File: src/rtl/internal_pkg.sv
// Shared types for the CSR/MMIO slice: write packet, job descriptor,
// job-controller register offsets and FSM states.
package internal_pkg;

    localparam int ADDR_W = 16;
    localparam int DATA_W = 64;

    typedef struct packed {
        logic              valid;
        logic [ADDR_W-1:0] addr;
        logic [DATA_W-1:0] data;
    } t_if_internal;

    typedef struct packed {
        logic [63:0] src;
        logic [63:0] dst;
        logic [31:0] len;
    } t_job_desc;

    typedef enum logic [1:0] {
        S_IDLE,
        S_ISSUE,
        S_BUSY,
        S_DONE
    } t_job_state;

    localparam logic [ADDR_W-1:0] OFF_SRC   = 16'd0;
    localparam logic [ADDR_W-1:0] OFF_DST   = 16'd2;
    localparam logic [ADDR_W-1:0] OFF_LEN   = 16'd4;
    localparam logic [ADDR_W-1:0] OFF_START = 16'd6;
    localparam logic [ADDR_W-1:0] OFF_CLEAR = 16'd8;

endpackage

File: src/rtl/mmio_job_ctrl.sv
// MMIO job controller: decodes job register writes, offers one descriptor
// to the engine, tracks completion and busy cycles for host polling.
// Ports: clk, reset (sync, active-high); pkt_in (MMIO write packet);
//   job_valid/job_ready + job_src/job_dst/job_len (descriptor handshake);
//   job_done (engine pulse); sync, busy_cycles, start_err (status).
module mmio_job_ctrl
    import internal_pkg::*;
#(
    parameter logic [ADDR_W-1:0] BASE_DW = 16'h100,
    parameter int                CYC_W   = 32
) (
    input  logic             clk,
    input  logic             reset,
    input  t_if_internal     pkt_in,
    output logic             job_valid,
    input  logic             job_ready,
    output logic [63:0]      job_src,
    output logic [63:0]      job_dst,
    output logic [31:0]      job_len,
    input  logic             job_done,
    output logic             sync,
    output logic [CYC_W-1:0] busy_cycles,
    output logic             start_err
);

    t_job_state state, state_nxt;
    t_job_desc  shadow, job;

    logic [ADDR_W-1:0] off;
    logic wr_src, wr_dst, wr_len, wr_start, wr_clear;
    logic start_ok, start_bad, done_ok, cnt_en, clr_done;
    logic [CYC_W-1:0] cyc;
    logic sync_q, err_q;

    // Addresses below BASE_DW wrap to large offsets and never decode.
    assign off = pkt_in.addr - BASE_DW;

    always_comb begin
        wr_src   = 1'b0;
        wr_dst   = 1'b0;
        wr_len   = 1'b0;
        wr_start = 1'b0;
        wr_clear = 1'b0;
        if (pkt_in.valid) begin
            unique case (1'b1)
                (off == OFF_SRC):   wr_src   = 1'b1;
                (off == OFF_DST):   wr_dst   = 1'b1;
                (off == OFF_LEN):   wr_len   = 1'b1;
                (off == OFF_START): wr_start = 1'b1;
                (off == OFF_CLEAR): wr_clear = 1'b1;
                default: ;
            endcase
        end
    end

    always_ff @(posedge clk) begin
        if (reset) begin
            state <= S_IDLE;
        end else begin
            state <= state_nxt;
        end
    end

    always_comb begin
        state_nxt = state;
        start_ok  = 1'b0;
        start_bad = 1'b0;
        done_ok   = 1'b0;
        cnt_en    = 1'b0;
        clr_done  = 1'b0;
        job_valid = 1'b0;
        case (state)
            S_IDLE, S_DONE: begin
                if (wr_start) begin
                    start_ok  = 1'b1;
                    state_nxt = (shadow.len != 32'd0) ? S_ISSUE : S_DONE;
                end else if (wr_clear && state == S_DONE) begin
                    clr_done  = 1'b1;
                    state_nxt = S_IDLE;
                end
            end
            S_ISSUE: begin
                job_valid = 1'b1;
                start_bad = wr_start;
                if (job_ready) begin
                    state_nxt = S_BUSY;
                end
            end
            S_BUSY: begin
                start_bad = wr_start;
                if (job_done) begin
                    done_ok   = 1'b1;
                    state_nxt = S_DONE;
                end else begin
                    cnt_en = 1'b1;
                end
            end
            default: state_nxt = S_IDLE;
        endcase
    end

    always_ff @(posedge clk) begin
        if (reset) begin
            shadow <= '0;
            job    <= '0;
            cyc    <= '0;
            sync_q <= 1'b0;
            err_q  <= 1'b0;
        end else begin
            if (wr_src) shadow.src <= pkt_in.data;
            if (wr_dst) shadow.dst <= pkt_in.data;
            if (wr_len) shadow.len <= pkt_in.data[31:0];
            // A zero-length job completes immediately, so sync is
            // raised on entry to DONE rather than left cleared.
            if (start_ok) begin
                job    <= shadow;
                cyc    <= '0;
                sync_q <= (shadow.len == 32'd0);
            end
            if (done_ok)  sync_q <= 1'b1;
            if (clr_done) sync_q <= 1'b0;
            if (cnt_en && cyc != {CYC_W{1'b1}}) begin
                cyc <= cyc + 1'b1;
            end
            if (start_bad) err_q <= 1'b1;
            if (wr_clear)  err_q <= 1'b0;
        end
    end

    assign job_src     = job.src;
    assign job_dst     = job.dst;
    assign job_len     = job.len;
    assign sync        = sync_q;
    assign busy_cycles = cyc;
    assign start_err   = err_q;

endmodule
File: config.mk
export PLATFORM = sky130hd
export DESIGN_NAME = mmio_job_ctrl
export DESIGN_NICKNAME = d
export VERILOG_FILES = /design/src/rtl/internal_pkg.sv /design/src/rtl/mmio_job_ctrl.sv
export SDC_FILE = /design/constraint.sdc
export NUM_CORES = 1
export LEC_CHECK = 0
export ABC_AREA = 1
export BUFFER_PORTS_ARGS = -buffer_cell sky130_fd_sc_hd__buf_4
export CORE_MARGIN = 3
export CORE_UTILIZATION = 40
export DETAILED_ROUTE_END_ITERATION = 16
export MAX_ROUTING_LAYER = met4
export SYNTH_ARGS = -nofsm -noshare
export SYNTH_HDL_FRONTEND = slang
export SYNTH_SLANG_ARGS = --single-unit
File: constraint.sdc
create_clock -name clk -period 1.9 [get_ports clk]
set_clock_uncertainty 0.15 [all_clocks]
set_input_delay 0.19 -clock clk [delete_from_list [all_inputs] [get_ports clk]]
set_output_delay 0.19 -clock clk [all_outputs]
set_load 0.05 [all_outputs]
==> results.txt <==
Measured along the y axis, the die boundary spans 192 um. The switching share of power is 22.0%. Routability-driven placement finished with a final weighted congestion of 0.901. On the critical path, the stage with the largest delay is an instance of dfxtp_2. The deepest level of the CTS H-tree came out at 2. The average wire per cell in the routed design is 14.3 um. Measured along the x axis, the die boundary spans 192 um. For this run, global-route usage on met1 was measured as 24.6%. After synthesis, the cell types taking the most area are dfxtp_1 51%, a21oi_1 13%, o21ai_0 12%.

The clock share of power is 47.7%. The final critical path takes up 95.5% of the cycle. The top-area cell type share of the netlist area is 51.2%.

The maximum number of pins on one net before global-route repair came out at 92. The share of total power dissipated in combinational logic is 6.2%. The via count is 12600. The global routing met3 resource utilization is 5.45%.

The flow ran to the end, and the final reports show no timing, DRC or antenna violations. The area added between synthesis and finish came out at 35.7%. The number of distinct library cells after synthesis came out at 31. The post-synthesis sequential area ratio came out at 51.2%.

The number of buffers between clock root and the deepest sink came out at 3. The via density per instance came out at 4.78. The number of sinks handled by clock tree synthesis came out at 356. Once placement completed, the tool counted placed cells totaling 2488. The worst hold-check path type is in2reg. For this run, the number of Yosys warnings is 0. The number of global-route vias before repair is 11800. The proportion of layout cells with a drive suffix above 1 is 20.7%. The worst setup path is launched from a flop.

Synthesis produced a netlist with a net count of 1909. The met2 usage in global routing is 33.3%. The clock slew seen by the registers of the worst setup and hold paths came out at 0.06 ns. The non-filler instance count after layout is 2631. The number of flops mapped to enable cells by yosys is 0. The critical path goes through nand2_1 -> nor2_1 -> nand2_2 -> nor2_4 -> nand2_2 -> nand2_4 -> buf_12 -> nand3_1 -> a21oi_1.

At the later pin of the worst-skew pair, clock insertion delay measures 0.53 ns. The count of endpoints failing setup in the final report is 0. The layout net count came out at 2243. The depth of the worst register-to-register path came out at 9. The most numerous cell type found on the critical path is nand2_2.

The antenna cell count is 0. The first detailed-routing pass ran for 5 iterations. The worst stage delay on the critical path came out at 0.38 ns. The synthesized area per cell came out at 7.64 um2.

The pre-CTS setup slack is 0.0196 ns. The highest-utilization routing layer at the global route stage is met2. The time the worst path needs with I/O delays and setup came out at 1.81 ns. The number of fillers in the final layout is 3243. The fraction of synthesis flops using an asynchronous set or reset pin is 0%. The cell family with the largest share of critical-path delay is simple AND/OR/NAND/NOR gates. The initial cell density of the core is 41.1%. The count of final hold-check violations came out at 0.

For the pin with the worst max-slew slack, the measured transition is 0.384 ns. The buffers plus inverters on the worst setup path is 1. Counting flops and latches in the post-synthesis netlist gives 356. The first-pass GRT wire length came out at 59.6 mm.

The CTS tree is yes. In this run the most critical hold path is launched from pkt_in[64]. The hold-critical path endpoint is start_err.

The worst hold path cell count came out at 7. Sequential cells burn 46.1% of the power. Summed over all cells, the static leakage comes to 0.00732 uW. Setup repair after global routing could not meet its margin everywhere. The number of buffers inserted during clock tree synthesis came out at 38. Headroom to the max-slew limit came out at 74.4%. The initial antenna violation count came out at 0.

The maximum clock rate is 551 MHz. The number of rows created at floorplan came out at 67. The initial detailed-routing violation count came out at 498. The total count of max-transition violations in the final report is 0. The core box area came out at 33900 um2. The post-route DRC violation count is 0.

The cell internal power dissipation is 12700 uW. Across the VDD grid, the largest voltage drop is 655 uV. The number of instances in the synthesized netlist came out at 1820. The power density normalized to cell area came out at 863 nW/um2. The worst setup margin came out at 0.0859 ns. The total routing resource utilization after global routing came out at 20.2%. The analysis attributes to net switching a power of 3580 uW. The tree is rooted in a clkbuf_16. In this run the critical register-to-register path is launched from busy_cycles[15].

The netlist area before placement is 13900 um2. The endpoint type of the worst setup path is a flop. The highest net fanout along the worst path is 17. During I/O placement, the number of pins put on the boundary was 280. The area of the die came out at 37000 um2. The critical path is of the reg2reg type. The residual antenna-violating net count after detailed routing is 0. Summed over all layers, the global routing overflow is 0.

The max-capacitance violation count is 0. During placement, the flow inserted port buffers numbering 279. Among all cell types in the netlist, the one instantiated most often is inv_1.

In the synthesized netlist, the cells that appear most often are 357 x inv_1, 356 x dfxtp_1, 352 x a21oi_1. The worst setup slack for register-to-register paths came out at 0.09 ns. Of all cell types, the one taking the most synthesized area is dfxtp_1.

The overall routed net length is 37.7 mm. In this run the critical register-to-register path is captured at busy_cycles[25]. The arrival time of the worst setup path is 2.11 ns.

The main flop type after synthesis is dfxtp_1. The data required time at the worst endpoint came out at 2.20 ns. The half-perimeter wire length after placement is 25.3 mm.
==> state kept, by name, indices dropped and copies added, names as in the netlist <==
| register | flops |
|---|---|
| start_err | 1 |
| job_dst | 64 |
| job_len | 32 |
| job_src | 64 |
| sync | 1 |
| busy_cycles | 32 |
| state | 2 |
| shadow | 160 |
==> worst max-delay path by stage <==
| stage | cells after the start | start | to |
|---|---|---|---|
| finish | 9 | busy_cycles[15] | busy_cycles[25] |
| global route | 9 | busy_cycles[16] | busy_cycles[25] |
| CTS | 6 | state[0] | busy_cycles[25] |
| detailed placement | 10 | pkt_in[68] | job_dst[8] |
| global placement | 10 | pkt_in[69] | job_src[6] |
| floorplan | 9 | busy_cycles[8] | busy_cycles[22] |
==> placed cells by master, fill, tap and decap left out, types with 6 or more instances in the layout <==
cell and n:
clkbuf_1 7, o21ai_0 324, nor3_1 7, dfxtp_1 336, nand3_1 60, inv_1 356, xor2_1 6, clkinv_2 6
dfxtp_2 20, a21oi_1 351, buf_12 13, buf_4 322, clkbuf_8 11, dlygate4sd3_1 69, nand2_1 120, nand4_1 14
nor2_1 64, clkbuf_16 41
==> metrics by stage <==
step / power, uW / utilization [%] / setup TNS [ns] / hold WS (ns) / cell area, um2
6_report: 16300 / 55.7 / 0 / 0.0557 / 18900
2_1_floorplan: 8140 / - / 0 / 0.116 / 13900
3_3_place_gp: 8510 / 49.3 / -0.00185 / 0.277 / 16700
5_1_grt: 16900 / 55.7 / -0.0474 / 0.0942 / 18900
3_5_place_dp: 8510 / 49.3 / 0 / 0.281 / 16700
4_1_cts: 16400 / 55.3 / 0 / 0.0410 / 18700
==> layer usage <==
metal	part of all wire, %	vias up
li1	-	6520
met1	44	5742
met2	48	254
met3	6.5	48
met4	1.9	0
met5	0	-
==> logic make-up after synthesis <==
family | count (synthesis) | share of synthesized area, %
AO/OA/AOI/OAI | 681 | 24.6
AND/OR/NAND/NOR | 293 | 9.44
XOR/XNOR | 10 | 0.630
flip-flops | 356 | 51.2
buffers and inverters | 476 | 13.8
adder cells (fa/ha/maj) | 4 | 0.360
==> what timing repair did <==
item / in CTS / in global routing
setup buffers: 0 / 2
hold buffers: 69 / 0
endpoints found under the hold margin: 173 / 0
endpoints found under the setup margin: 0 / 98
resized for setup: 0 / 19
==> power groups by stage <==
| stage | Combinational [uW] | Sequential (uW) | Clock [uW] |
|---|---|---|---|
| after CTS | 966 | 7500 | 7970 |
| after global routing | 1120 | 7500 | 8270 |
| final | 1010 | 7510 | 7770 |
| after global placement | 842 | 7670 | 0 |
| after floorplan | 454 | 7690 | 0 |
| after detailed placement | 846 | 7670 | 0 |
==> worst register-to-register path, cell delays in order (launching register included) <==
cell     delay [ns]
dfxtp_2        0.38
nand2_1        0.12
nor2_1         0.20
nand2_2        0.12
nor2_4         0.16
nand2_2        0.10
nand2_4        0.11
buf_12         0.15
nand3_1        0.09
a21oi_1        0.18
==> layout make-up <==
| type | count | area [um2] | area share, % |
|---|---|---|---|
| Clock buffer | 57 | 1150 | 6.11 |
| Clock inverter | 12 | 179 | 0.948 |
| Inverter | 359 | 1350 | 7.16 |
| Multi-Input combinational cell | 989 | 4970 | 26.3 |
| Sequential cell | 356 | 7150 | 37.9 |
| Tap cell | 448 | 561 | 2.97 |
| Timing Repair Buffer | 410 | 3510 | 18.6 |
Note: power is estimated with default switching activity, not from simulation.
